File: config.mk
export PLATFORM = sky130hd
export DESIGN_NAME = alu_exec
export DESIGN_NICKNAME = d
export VERILOG_FILES = /design/src/rtl/cpu_data.sv /design/src/rtl/alu_regfile.sv /design/src/rtl/alu_exec.sv
export SDC_FILE = /design/constraint.sdc
export NUM_CORES = 1
export LEC_CHECK = 0
export CAP_MARGIN = 0
export CORE_MARGIN = 2
export CORE_UTILIZATION = 65
export CTS_CLUSTER_SIZE = 28
export DETAILED_ROUTE_END_ITERATION = 16
export DONT_BUFFER_PORTS = 1
export GPL_TIMING_DRIVEN = 0
export PLACE_DENSITY = 0.92
export SYNTH_ARGS = -nofsm -noshare
export SYNTH_HDL_FRONTEND = slang
export SYNTH_SLANG_ARGS = --single-unit
File: constraint.sdc
create_clock -name clk -period 9.1 [get_ports clk]
set_clock_uncertainty 0.15 [all_clocks]
set_input_delay 1.82 -clock clk [delete_from_list [all_inputs] [get_ports clk]]
set_output_delay 1.82 -clock clk [all_outputs]
set_load 0.01 [all_outputs]
File: src/rtl/cpu_data.sv
// Shared CPU definitions: ALU operation codes, execute-FSM state encoding,
// status flag bit positions and small decode helpers used by alu_exec.
package cpu_data;

    // ALU operation codes carried on op_code / alu_operator
    localparam logic [3:0] OP_ADD = 4'h0;
    localparam logic [3:0] OP_SUB = 4'h1;
    localparam logic [3:0] OP_AND = 4'h2;
    localparam logic [3:0] OP_OR  = 4'h3;
    localparam logic [3:0] OP_XOR = 4'h4;
    localparam logic [3:0] OP_MOV = 4'h5;
    localparam logic [3:0] OP_CMP = 4'h6;
    localparam logic [3:0] OP_NOT = 4'h7;
    localparam logic [3:0] OP_INC = 4'h8;
    localparam logic [3:0] OP_DEC = 4'h9;
    localparam logic [3:0] OP_SHL = 4'hA;
    localparam logic [3:0] OP_SHR = 4'hB;

    // Status flag bit positions within {C,V,Z,N}
    localparam int FLAG_C = 3;
    localparam int FLAG_V = 2;
    localparam int FLAG_Z = 1;
    localparam int FLAG_N = 0;

    // Execute sequencer states
    typedef enum logic [1:0] {
        ST_IDLE  = 2'd0,
        ST_READ  = 2'd1,
        ST_EXEC  = 2'd2,
        ST_WRITE = 2'd3
    } exec_state_t;

    // Binary compare only updates flags, never the destination register
    function automatic logic op_writes_reg(input logic [3:0] code, input logic single);
        return !(!single && (code == OP_CMP));
    endfunction

    // Binary move copies a value and leaves the status register alone
    function automatic logic op_writes_flags(input logic [3:0] code, input logic single);
        return !(!single && (code == OP_MOV));
    endfunction

endpackage

File: src/rtl/alu_regfile.sv
// Eight 8-bit registers: two operand read ports, one debug read port and a
// single write port. Optional macro ALU_EXEC_R0ZERO_EN hard-wires R0 to zero.
module alu_regfile
    import cpu_data::*;
(
    input  logic       clk,
    input  logic       rst,
    input  logic       we,
    input  logic [2:0] waddr,
    input  logic [7:0] wdata,
    input  logic [2:0] raddr1,
    input  logic [2:0] raddr2,
    input  logic [2:0] dbg_addr,
    output logic [7:0] rdata1,
    output logic [7:0] rdata2,
    output logic [7:0] dbg_data
);

    logic [7:0] regs [8];
    logic       wr_en;

    // Write enable qualification (R0 is read-only when hard-wired to zero)
    always_comb begin
`ifdef ALU_EXEC_R0ZERO_EN
        wr_en = we && (waddr != 3'd0);
`else
        wr_en = we;
`endif
    end

    // Register storage with asynchronous clear
    // NOTE: this small array is reset deliberately because software relies on
    // all registers reading zero after reset; large RAMs normally are not reset.
    always_ff @(posedge clk or posedge rst) begin
        if (rst) begin
            for (int i = 0; i < 8; i++) begin
                regs[i] <= 8'h00;
            end
        end else if (wr_en) begin
            // NOTE: non-blocking assignment so every flop samples pre-edge values.
            regs[waddr] <= wdata;
        end
    end

    // Combinational read ports
    // NOTE: every output gets a value on every path, so no latch is inferred.
    always_comb begin
        rdata1   = regs[raddr1];
        rdata2   = regs[raddr2];
        dbg_data = regs[dbg_addr];
`ifdef ALU_EXEC_R0ZERO_EN
        if (raddr1 == 3'd0)   rdata1   = 8'h00;
        if (raddr2 == 3'd0)   rdata2   = 8'h00;
        if (dbg_addr == 3'd0) dbg_data = 8'h00;
`endif
    end

endmodule

File: src/rtl/alu_exec.sv
// ALU execute stage: accepts one decoded operation, reads operands from the
// register file, strobes an external ALU and writes back result and flags.
// Optional macro ALU_EXEC_R0ZERO_EN makes R0 a constant-zero register.
module alu_exec
    import cpu_data::*;
(
    input  logic       clk,
    input  logic       rst,
    input  logic       op_valid,
    output logic       op_ready,
    input  logic [3:0] op_code,
    input  logic       op_single,
    input  logic [2:0] op_rd,
    input  logic [2:0] op_rs,
    input  logic       ld_valid,
    input  logic [2:0] ld_addr,
    input  logic [7:0] ld_data,
    output logic       alu_cs_in,
    output logic       alu_cs_out,
    output logic       alu_cs_flags,
    output logic       alu_single,
    output logic [7:0] alu_value1,
    output logic [7:0] alu_value2,
    output logic [3:0] alu_operator,
    input  logic [7:0] alu_result,
    input  logic [3:0] alu_flags,
    output logic [3:0] flags,
    output logic       done,
    input  logic [2:0] dbg_addr,
    output logic [7:0] dbg_data
);

    exec_state_t state, state_nxt;

    logic [3:0] code_q;
    logic       single_q;
    logic [2:0] rd_q;
    logic [2:0] rs_q;

    logic       accept;
    logic       ld_we;
    logic       rf_we;
    logic [2:0] rf_waddr;
    logic [7:0] rf_wdata;
    logic [7:0] rf_rdata1;
    logic [7:0] rf_rdata2;

    // A pending load owns the write port, so it blocks acceptance that cycle
    assign ld_we    = ld_valid && (state == ST_IDLE);
    assign op_ready = (state == ST_IDLE) && !ld_valid && !rst;
    assign accept   = op_valid && op_ready;

    // Single write port shared by direct loads (IDLE) and writeback (WRITE)
    assign rf_we    = ld_we || ((state == ST_WRITE) && op_writes_reg(code_q, single_q));
    assign rf_waddr = ld_we ? ld_addr : rd_q;
    assign rf_wdata = ld_we ? ld_data : alu_result;

    alu_regfile u_regfile (
        .clk      (clk),
        .rst      (rst),
        .we       (rf_we),
        .waddr    (rf_waddr),
        .wdata    (rf_wdata),
        .raddr1   (rd_q),
        .raddr2   (rs_q),
        .dbg_addr (dbg_addr),
        .rdata1   (rf_rdata1),
        .rdata2   (rf_rdata2),
        .dbg_data (dbg_data)
    );

    // State register
    always_ff @(posedge clk or posedge rst) begin
        if (rst) state <= ST_IDLE;
        else     state <= state_nxt;
    end

    // Next-state logic: fixed four-step sequence once an op is accepted
    always_comb begin
        state_nxt = state;
        case (state)
            ST_IDLE:  if (accept) state_nxt = ST_READ;
            ST_READ:  state_nxt = ST_EXEC;
            ST_EXEC:  state_nxt = ST_WRITE;
            ST_WRITE: state_nxt = ST_IDLE;
            default:  state_nxt = ST_IDLE;
        endcase
    end

    // ALU strobes and completion pulse decoded from the current state
    always_comb begin
        alu_cs_in    = 1'b0;
        alu_cs_out   = 1'b0;
        alu_cs_flags = 1'b0;
        done         = 1'b0;
        case (state)
            ST_EXEC: alu_cs_in = 1'b1;
            ST_WRITE: begin
                alu_cs_in    = 1'b1;
                alu_cs_out   = 1'b1;
                alu_cs_flags = 1'b1;
                done         = 1'b1;
            end
            default: ;
        endcase
    end

    assign alu_single   = single_q;
    assign alu_operator = code_q;

    // Capture the operation on accept so later input changes are ignored
    always_ff @(posedge clk or posedge rst) begin
        if (rst) begin
            code_q   <= 4'h0;
            single_q <= 1'b0;
            rd_q     <= 3'd0;
            rs_q     <= 3'd0;
        end else if (accept) begin
            code_q   <= op_code;
            single_q <= op_single;
            rd_q     <= op_rd;
            rs_q     <= op_rs;
        end
    end

    // Operand latches loaded in READ and held stable until the next READ
    always_ff @(posedge clk or posedge rst) begin
        if (rst) begin
            alu_value1 <= 8'h00;
            alu_value2 <= 8'h00;
        end else if (state == ST_READ) begin
            alu_value1 <= rf_rdata1;
            alu_value2 <= rf_rdata2;
        end
    end

    // Status register updated at the end of WRITE unless the op preserves it
    always_ff @(posedge clk or posedge rst) begin
        if (rst) begin
            flags <= 4'h0;
        end else if ((state == ST_WRITE) && op_writes_flags(code_q, single_q)) begin
            flags <= alu_flags;
        end
    end

endmodule

==> impl_metrics.csv <==
group,metric,value,unit
status,outcome,"finished, final reports clean",
grt,grt_max_degree,64,
sta,fin_crit,5.77,ns
grt,use_met1,0.435,
clocking,cts_buffers,9,
logic_synthesis,synthArstFlopShare,1.00,
grt,grt_pass1_vias,4360,
detailed_routing,avgRoutedWirePerCell,26.7,microns
sta,slew_viol_final,0,
clocking,clkSinkCount,97,
grt,met3_usage,0.0578,
grt,overflow,0,
grt,grt_antenna_before_repair,0,
final_layout,n_antenna_cell,0,
sta,tns,0,ns
clocking,clkTransAtPathRegs,0.10,ns
clocking,insertion_delay,0.37,ns
pwr,p_clk_frac,0.134,
critical_path,setup.worst_path.start_class,"input pin",
logic_synthesis,synth-main-ff-cell,"dfrtp_1",
logic_synthesis,netlist_area,5610,sq um
floorplan,start_util,0.676,
pwr,switchingPower,1.01,mW
worst_hold_path,hold_depth,1,
pwr,p_total,2.39,mW
pwr,p_int,1.37,mW
sta,post-route-period-util,0.634,
grt,track_usage,0.334,
detailed_routing,drcViolationCount,0,
sta,timing.fmax,173,MHz
sta,finalHoldViolCount,0,
grt,grt_pass1_wl,24100,microns
pwr,swShare,0.425,
sta,relSlewSlack,0.339,
detailed_routing,avgViaCountPerCell,7.24,
critical_path,worstSetupPathType,"in2out",
sta,setup_viol,0,
logic_synthesis,yosys.area.top_type,"dfrtp_1",
critical_path,cp-end-kind,"output pin",
detailed_routing,dr.pass1.iters,5,
logic_synthesis,synth_nets,501,
detailed_routing,drt_iter0_drc,593,
floorplan,die_w,96.9,microns
placement,gp_congestion,0.882,
pwr,powerDensity,399,nW/um^2
floorplan,core,8300,sq um
placement,dp_hpwl,9900,microns
job,drv_cap,0,
detailed_routing,num_vias,4177,
clocking,h-tree-depth,3,
logic_synthesis,yosys.cell_types.count,36,
floorplan,dieArea,9380,sq um
sta,setup_slack,3.33,ns
clocking,postCtsHoldBufs,0,
detailed_routing,drt_wl_total,15400,microns
logic_synthesis,synth.area.top_cells,"dfrtp_1 43%, mux2_2 13%, mux2i_1 12%, mux2_4 6.4%, mux4_2 6.4%",
final_layout,fillers,539,
final_layout,layout.nets,513,
floorplan,io_pins,79,
logic_synthesis,yosysMostFrequentCell,"dfrtp_1",
pwr,ir_drop,0.259,mV
logic_synthesis,seq_area_frac_synth,0.433,
clocking,cts_tree,"built",
placement,numPortBuffers,0,
logic_synthesis,synth_edf_count,0,
pwr,pwr-share-seq,0.380,
critical_path,ff2ff_path_depth,8,
logic_synthesis,synthCells,455,
logic_synthesis,ys_ff_latch,97,
sta,rsz0062_at_grt,"no",
clocking,cts_buffer_depth,2,
pwr,comb_power_share,0.485,
critical_path,cp.required,7.13,ns
grt,top_usage_layer,"met2",
placement,pre_cts_ws,3.36,ns
logic_synthesis,yosys-top-cells-count,"97 x dfrtp_1, 65 x mux2i_1, 63 x mux2_2",
pwr,power.leakage,2.61,nW
floorplan,dieHeight,96.9,microns
floorplan,num_rows,33,
critical_path,crit_arrival,3.80,ns
critical_path,path_max_fanout,10,
logic_synthesis,synth_area_per_cell,12.3,sq um
clocking,post-cts-setup-buffer-count,0,
final_layout,layout-drive-gt1-share,0.294,
clocking,cts_resized,0,
worst_hold_path,hold_class,"reg2reg",
final_layout,syn2layout_area_growth,6.76,%
logic_synthesis,synth_top_area_frac,0.433,
sta,tightestPinTransition,0.987,ns
clocking,root_buffer,"clkbuf_8",
grt,use_met2,0.539,
detailed_routing,ant_nets,0,
logic_synthesis,yosys_warnings,0,
[final timing paths]
kind                                                start                             end  slack [ns]
hold reg to reg            u_regfile.regs[25]$_DFFE_PP0P_  u_regfile.regs[25]$_DFFE_PP0P_        0.41
hold / removal             u_regfile.regs[25]$_DFFE_PP0P_  u_regfile.regs[25]$_DFFE_PP0P_        0.41
setup / recovery                              dbg_addr[0]                     dbg_data[7]        3.33
min in group asynchronous                             rst     alu_operator[0]$_DFFE_PP0P_        1.17
max in group asynchronous                             rst  u_regfile.regs[43]$_DFFE_PP0P_        6.99
setup reg to reg                     state[0]$_DFFE_PP0P_  u_regfile.regs[63]$_DFFE_PP0P_        5.93
[power by group through the flow]
stage               sequential (mW)  clock [mW]  combinational, mW
finish                        0.907       0.320               1.16
global route                  0.932       0.332               1.22
CTS                           0.895       0.314               1.13
detailed placement            0.901           0               1.11
global placement              0.875           0               1.05
floorplan                     0.830           0              0.881
[registers in the layout, indices dropped and copies added (netlist names)]
register,cells
u_regfile.regs,64
alu_value1,8
alu_value2,8
alu_operator,4
flags,4
rd_q,3
rs_q,3
state,2
alu_single,1
[metal layers]
layer / wire length, microns / vias to the layer above
met4: 743 / 0
met3: 1510 / 86
li1: - / 1690
met2: 7340 / 345
met1: 5810 / 2056
met5: 0 / -
[stage by stage]
step | util | instances | hold WS (ns) | instance area, sq um
3_5_place_dp | 0.695 | 561 | 0.392 | 5770
2_1_floorplan | - | 455 | 0.368 | 5610
3_3_place_gp | 0.691 | 560 | 0.379 | 5740
4_1_cts | 0.721 | 577 | 0.413 | 5990
5_1_grt | 0.721 | 577 | 0.442 | 5990
6_report | 0.721 | 577 | 0.415 | 5990
[kinds of logic after synthesis]
family	after synthesis	share of synthesized area
AO/OA/AOI/OAI	59	0.0703
adder cells (fa/ha/maj)	5	0.0112
buffers and inverters	53	0.0446
flip-flops	97	0.433
multiplexers	168	0.371
AND/OR/NAND/NOR	73	0.0699
[area by class of cell]
| class | count | area (sq um) | area share |
|---|---|---|---|
| clock buffer | 10 | 128 | 0.0213 |
| buffer | 33 | 175 | 0.0293 |
| inverter | 20 | 77.6 | 0.0130 |
| multi-input combinational | 305 | 2930 | 0.489 |
| timing repair buffer | 1 | 27.5 | 0.00460 |
| tap | 105 | 131 | 0.0219 |
| sequential | 97 | 2430 | 0.406 |
| clock inverter | 6 | 90.1 | 0.0151 |
[critical path, cell delays in order]
cell and delay (ns):
clkbuf_1 0.54, buf_2 0.52, mux4_2 0.58, mux2_2 0.33
[placed cells by master, fill, tap and decap left out, types with 3 or more instances in the layout]
cell and instances:
buf_2 4, mux2i_1 65, nand2b_1 3, mux2_2 63
buf_1 5, clkbuf_1 17, inv_1 19, dfrtp_1 97
a22oi_1 32, mux2_4 24, ha_1 5, mux4_2 16
clkbuf_8 9, buf_6 5, nor2b_1 4, and2_1 3
nand3_2 4, nand3_1 17, o21ai_0 22, nand2_1 27
No activity file was read; power rests on OpenSTA's default activity.
